<file path="src/rtl/seg7_pkg.sv">
// Shared definitions for the 7-segment display scanner and its decoder.
package seg7_pkg;

  localparam int DIGIT_W = 4;

  localparam logic [6:0] SEG_BLANK = 7'b000_0000;

  typedef enum logic [0:0] {
    ST_BLANK = 1'b0,
    ST_SHOW  = 1'b1
  } scan_state_t;

endpackage

</file>
<file path="src/rtl/seg7_display_scanner_decoder.sv">
// BCD to 7-segment decoder, segment order {g,f,e,d,c,b,a}, active-high.
// Codes 10..15 decode to all segments off.
module seg7_display_scanner_decoder
  import seg7_pkg::*;
(
  input  logic [DIGIT_W-1:0] counter,
  output logic [6:0]         segments
);

  // Pure lookup from digit value to segment pattern
  always_comb begin
    segments = SEG_BLANK;
    case (counter)
      4'd0: segments = 7'h3F;
      4'd1: segments = 7'h06;
      4'd2: segments = 7'h5B;
      4'd3: segments = 7'h4F;
      4'd4: segments = 7'h66;
      4'd5: segments = 7'h6D;
      4'd6: segments = 7'h7D;
      4'd7: segments = 7'h07;
      4'd8: segments = 7'h7F;
      4'd9: segments = 7'h6F;
      default: segments = SEG_BLANK;
    endcase
  end

endmodule

</file>
<file path="src/rtl/seg7_display_scanner.sv">
// Multiplexed 7-segment display scanner with valid/ready digit input.
//
//   state    | meaning
//   ---------+---------------------------------------------------------
//   ST_BLANK | dead time between slots, every digit enable inactive
//   ST_SHOW  | digit_en[idx] active for REFRESH_DIV cycles
//
// New digit values are staged in a pending buffer and only copied into the
// displayed (active) set when the last digit's SHOW slot ends, so a frame is
// never drawn from two different values.
module seg7_display_scanner
  import seg7_pkg::*;
#(
  parameter int          NUM_DIGITS   = 4,
  parameter logic [23:0] REFRESH_DIV  = 24'd10_000,
  parameter logic [7:0]  BLANK_CYCLES = 8'd50,
  parameter logic        COMMON_ANODE = 1'b0
) (
  input  logic                          clk,
  input  logic                          rst_n,
  input  logic [DIGIT_W*NUM_DIGITS-1:0] digits_in,
  input  logic [NUM_DIGITS-1:0]         dp_in,
  input  logic                          digits_valid,
  output logic                          digits_ready,
  input  logic                          lz_blank,
  output logic [6:0]                    segments,
  output logic                          dp,
  output logic [NUM_DIGITS-1:0]         digit_en
);

  localparam int MAX_CNT = (int'(REFRESH_DIV) > int'(BLANK_CYCLES)) ?
                           int'(REFRESH_DIV) : int'(BLANK_CYCLES);
  localparam int CNT_W   = $clog2(MAX_CNT + 1);
  localparam int IDX_W   = $clog2(NUM_DIGITS);

  localparam logic [CNT_W-1:0] SHOW_LAST  = CNT_W'(int'(REFRESH_DIV) - 1);
  localparam logic [CNT_W-1:0] BLANK_LAST =
    CNT_W'((BLANK_CYCLES == 8'd0) ? 0 : int'(BLANK_CYCLES) - 1);
  localparam logic [IDX_W-1:0] IDX_LAST   = IDX_W'(NUM_DIGITS - 1);
  localparam logic             NO_DEAD    = (BLANK_CYCLES == 8'd0);

  scan_state_t                   state;
  logic [CNT_W-1:0]              cnt;
  logic [IDX_W-1:0]              idx;

  logic [DIGIT_W*NUM_DIGITS-1:0] pend_digits, act_digits;
  logic [NUM_DIGITS-1:0]         pend_dp, act_dp;
  logic                          pending_full, act_valid;

  logic                          slot_done, frame_boundary, accept;
  logic [DIGIT_W-1:0]            cur_digit;
  logic                          cur_dp, lz_hit, zero_run;
  logic [6:0]                    dec_seg, seg_nx;
  logic                          dp_nx, show;
  logic [NUM_DIGITS-1:0]         en_nx;

  assign show           = (state == ST_SHOW);
  assign slot_done      = show ? (cnt == SHOW_LAST) : (NO_DEAD || (cnt == BLANK_LAST));
  assign frame_boundary = show && slot_done && (idx == IDX_LAST);
  assign accept         = digits_valid && !pending_full;
  assign digits_ready   = ~pending_full;

  // Slot timer and scan FSM; the counter restarts on every state entry
  always_ff @(posedge clk or negedge rst_n) begin
    if (!rst_n) begin
      state <= ST_BLANK;
      cnt   <= '0;
      idx   <= '0;
    end else if (slot_done) begin
      cnt <= '0;
      if (show) begin
        idx   <= (idx == IDX_LAST) ? '0 : idx + IDX_W'(1);
        state <= NO_DEAD ? ST_SHOW : ST_BLANK;
      end else begin
        state <= ST_SHOW;
      end
    end else begin
      cnt <= cnt + CNT_W'(1);
    end
  end

  // Pending capture on handshake, promotion to the active set at the frame boundary
  always_ff @(posedge clk or negedge rst_n) begin
    if (!rst_n) begin
      pend_digits  <= '0;
      pend_dp      <= '0;
      pending_full <= 1'b0;
      act_digits   <= '0;
      act_dp       <= '0;
      act_valid    <= 1'b0;
    end else if (frame_boundary && pending_full) begin
      act_digits   <= pend_digits;
      act_dp       <= pend_dp;
      act_valid    <= 1'b1;
      pending_full <= 1'b0;
    end else if (accept) begin
      pend_digits  <= digits_in;
      pend_dp      <= dp_in;
      pending_full <= 1'b1;
    end
  end

  // Select the digit at idx and find whether it falls inside the leading-zero run
  always_comb begin
    cur_digit = '0;
    cur_dp    = 1'b0;
    lz_hit    = 1'b0;
    zero_run  = 1'b1;
    en_nx     = '0;
    for (int i = NUM_DIGITS - 1; i >= 0; i--) begin
      zero_run = zero_run && (act_digits[i*DIGIT_W +: DIGIT_W] == '0);
      if (IDX_W'(i) == idx) begin
        cur_digit = act_digits[i*DIGIT_W +: DIGIT_W];
        cur_dp    = act_dp[i];
        lz_hit    = zero_run && (i != 0);
        en_nx[i]  = show;
      end
    end
  end

  seg7_display_scanner_decoder u_decoder (
    .counter  (cur_digit),
    .segments (dec_seg)
  );

  // Active-high pin values before the polarity stage
  always_comb begin
    seg_nx = SEG_BLANK;
    dp_nx  = 1'b0;
    if (show && act_valid) begin
      dp_nx = cur_dp;
      if (!(lz_blank && lz_hit)) begin
        seg_nx = dec_seg;
      end
    end
  end

  // Registered output stage with common-anode inversion; reset parks pins inactive
  always_ff @(posedge clk or negedge rst_n) begin
    if (!rst_n) begin
      segments <= {7{COMMON_ANODE}};
      dp       <= COMMON_ANODE;
      digit_en <= {NUM_DIGITS{COMMON_ANODE}};
    end else begin
      segments <= seg_nx ^ {7{COMMON_ANODE}};
      dp       <= dp_nx ^ COMMON_ANODE;
      digit_en <= en_nx ^ {NUM_DIGITS{COMMON_ANODE}};
    end
  end

endmodule
</file>
<file path="config.mk">
export PLATFORM = sky130hd
export DESIGN_NAME = seg7_display_scanner
export DESIGN_NICKNAME = d
export VERILOG_FILES = /design/src/rtl/seg7_pkg.sv /design/src/rtl/seg7_display_scanner_decoder.sv /design/src/rtl/seg7_display_scanner.sv
export SDC_FILE = /design/constraint.sdc
export NUM_CORES = 1
export LEC_CHECK = 0
export CORE_MARGIN = 8
export CORE_UTILIZATION = 40
export CTS_CLUSTER_DIAMETER = 30
export DETAILED_ROUTE_END_ITERATION = 16
export GPL_TIMING_DRIVEN = 0
export PLACE_DENSITY_LB_ADDON = 0.3
export SLEW_MARGIN = 20
export SYNTH_ARGS = -nofsm -noshare
export SYNTH_HDL_FRONTEND = slang
export SYNTH_SLANG_ARGS = --single-unit
</file>
<file path="constraint.sdc">
create_clock -name clk -period 3.18 [get_ports clk]
set_input_delay 0.636 -clock clk [delete_from_list [all_inputs] [get_ports clk]]
set_output_delay 0.636 -clock clk [all_outputs]
set_load 0.03 [all_outputs]
</file>
==> summary.md <==
The flow ran to the end, and the final reports show no timing, DRC or antenna violations. At the end of the flow, the number of nets in the layout was 350. Synthesis inferred 71 register bits.

Per report_power, the sequential group accounts for 54.7% of the total. The horizontal extent of the die works out to 106 um. Across the run, the number of max-cap violations was 0. The run gives 0 as the final hold violation count. Cells with a size suffix above 1 make up 19.7% of the layout. The area of the multi-input gates is 1350 um2. The library cells used most frequently in the layout, excluding fill and tap cells, are sky130_fd_sc_hd__dfrtp_1, sky130_fd_sc_hd__mux2_2, sky130_fd_sc_hd__clkdlybuf4s50_1, sky130_fd_sc_hd__nor2_1, sky130_fd_sc_hd__nand2_1.

After clock tree synthesis, the clock-pin slew on the worst setup and hold paths is 0.07 ns. Clock tree synthesis inserted a total of 9 buffers. The floorplan has 32 rows. For the final database, setup skew stands at 0.00982 ns. The worst-case setup slack after placement came out at 0.412 ns.

Summed over all nets, the half-perimeter wirelength after detailed placement is 4.43 mm. The floorplan step defined a core boundary enclosing 7770 um2. Pin placement for this block handled 37 I/O pins. In this run, post-CTS hold repair placed 0 buffers. In this run the static leakage power is 1.80 nW. Data on the critical path is required at its endpoint by 3.44 ns.

The clock tree synthesis step divided the H-tree into 3 levels. Global routing used 11.8% of the available tracks across all layers. The area growth from synthesis to layout was 21.9%; the number of iterations in the first detailed-routing pass was 4. Summed over all layers, the routed wires come to 5.92 mm. The power after layout was 1.73 mW; the final critical-path required period was 2.79 ns. The number of antenna diodes in the final layout is 0. The most used flip-flop cell after synthesis is sky130_fd_sc_hd__dfrtp_1. The critical path is of the reg -> reg type.

The worst hold path belongs to the class in -> async. The worst setup path is launched from a flop. The final number of max-transition violations is 0, and the y dimension of the die is 106 um. The switching part of the total is 20.3%. In this run the tightest slew margin relative to its limit is 56.2%. The run gives 1.38 mW as the internal power consumption.

Post-route clock period utilization: 87.7%. The run gives 2078 as the count of vias placed by the detailed router. IR analysis of the VDD net gives a maximum drop of 0.192 mV.

In this run the mean area of a mapped cell was 12.0 um2. Timing would allow up to 0.359 GHz. The maximum number of buffers from clock root to sink was 2. Power density normalized to cell area: 443 nW/um2. The logic gate share of total power came out at 4.3%. The number of design rule violations left after detail routing is 0, and the number of buffer cells added on primary ports is 36. Cells fill 50.3% of the core in the end.

The number of global-route vias before repair is 2224. Counting flops with an async set or reset pin after synthesis yields a share of 100%. Entering global routing, the biggest net connects 38 pins. The clock sink total was 71; the clock latency on the worst-skew pair was 0.34 ns. The run gives 302 as the number of nets produced by synthesis. In the final layout, flip-flops and latches occupy 1780 um2.

The count of flip-flops with a built-in enable after synthesis works out to 0. The tools report the arrival time at the worst endpoint as 3.05 ns. The tree is rooted in a sky130_fd_sc_hd__clkbuf_8. The final-layout fill cell count was 739. Global routing finished with a remaining overflow of 0. The tools report the final RePlAce weighted congestion as 0.775. The number of gates given a new drive strength after cts was 0. The worst setup path is captured at a flop. The die covers 11100 um2.

Once routing completed, OpenROAD measured the worst setup slack at 0.391 ns. The first global-routing pass estimated 10.6 mm of wire. For the number of antenna violations at the first check in global routing, the log shows 0. TritonCTS built the clock tree. For this block, the initial DRC count from the detailed router was 84. Most common cell after layout, fill and taps aside: sky130_fd_sc_hd__dfrtp_1. The synthesized netlist occupies a cell area of 3210 um2.

The initial standard-cell utilization of the core is 41.3%, and the number of setup buffers added after CTS is 0. Switching power summed over all nets: 0.351 mW. After detailed routing, the number of vias per cell comes to 4.92.

The highest net fanout along the worst path came out at 10. After synthesis, flip-flops and latches occupy 55.4% of the total area. The clock network burns 40.9% of the power. The average routed wire per standard cell was 14.0 um.

The gate count of the mapped netlist was 268. Setup violations remaining at the end of the flow were counted as 0. The Yosys step of the flow raised 0 warnings.

The run gives 37 as the post-synthesis cell type count. Once detail routing completed, the nets flagged for antenna violations numbered 0. At the pin with the least slew margin, the transition time is 0.657 ns. Setup repair after global routing left no endpoint under its margin.
[synthesized netlist by cell type (all sizes together), types with 5 or more instances]
library cell,number,area (um2)
nand3,12,60.1
mux2,42,473
nand2,15,56.3
and2,5,31.3
clkbuf,5,18.8
nor2,20,75.1
o21ai,6,30.0
ha,10,125
dfrtp,71,1780
xnor2,8,70.1
inv,10,37.5
a21oi,13,65.1
[logic make-up after synthesis]
group	Yosys count	share of synthesized area, %
fa+ha+maj	10	3.90
xor+xnor	12	3.28
compound gates	33	6.52
flops	71	55.4
simple gates	82	13.5
mux	42	14.8
buf+inv	18	2.58
[critical path: stages, from the launching register on]
cell and delay (ns):
sky130_fd_sc_hd__dfrtp_1 0.42, sky130_fd_sc_hd__inv_1 0.08, sky130_fd_sc_hd__ha_1 0.23, sky130_fd_sc_hd__clkbuf_1 0.21, sky130_fd_sc_hd__nand3b_1 0.22, sky130_fd_sc_hd__a221oi_1 0.56
sky130_fd_sc_hd__inv_1 0.18, sky130_fd_sc_hd__ha_1 0.33, sky130_fd_sc_hd__nor3_1 0.17, sky130_fd_sc_hd__o21ai_0 0.12, sky130_fd_sc_hd__a21oi_1 0.17
[registers in the layout, summed over array words and instances (netlist names), 2 cells and up]
register / flops
pend_dp: 4
act_digits: 16
digit_en: 4
pend_digits: 16
cnt: 14
act_dp: 4
idx: 2
segments: 7
[power by group through the flow]
stage	clock (mW)	sequential (mW)	combinational [mW]
after global placement	0	0.964	0.0724
after CTS	0.732	0.947	0.0767
after floorplan	0	0.958	0.0260
final	0.709	0.947	0.0745
after global routing	0.769	0.951	0.0837
after detailed placement	0	0.965	0.0767
[worst paths after layout]
| path | from | end | slack, ns | cells past startpoint |
|---|---|---|---|---|
| worst max-delay path | idx[0] | segments[3] | 0.39 | 10 |
| worst min-delay path | rst_n | act_digits[6] | 0.24 | 1 |
| worst max register to register | idx[0] | segments[3] | 0.39 | 10 |
| worst min register to register | cnt[0] | cnt[0] | 0.47 | 1 |
| max in group asynchronous | rst_n | act_valid | 2.40 | 2 |
| min in group clk | cnt[0] | cnt[0] | 0.47 | 1 |
[through the flow]
| stage | cells | cell area (um2) | hold WS [ns] | setup TNS (ns) |
|---|---|---|---|---|
| finish | 422 | 3910 | 0.241 | 0 |
| global route | 422 | 3910 | 0.269 | 0 |
| CTS | 422 | 3910 | 0.242 | 0 |
| detailed placement | 407 | 3710 | 0.462 | 0 |
| global placement | 406 | 3690 | 0.459 | -66.27 |
| floorplan | 268 | 3210 | 0.340 | 0 |
[final cells by class]
type	count	share of cell area, %
Inverter	10	0.960
Tap cell	102	3.27
Sequential cell	71	45.5
Buffer	8	1.15
Timing Repair Buffer	37	9.67
Multi-Input combinational cell	179	34.4
Clock buffer	12	3.97
Clock inverter	3	1.09
[metal layers]
layer	part of all wire, %	track usage [%]	vias to the layer above
li1	-	-	1039
met2	45	17.5	36
met4	1.9	6.43	0
met3	4.9	3.47	9
met1	48	15.2	994
met5	0	0	-
Note: power is estimated with default switching activity, not from simulation.
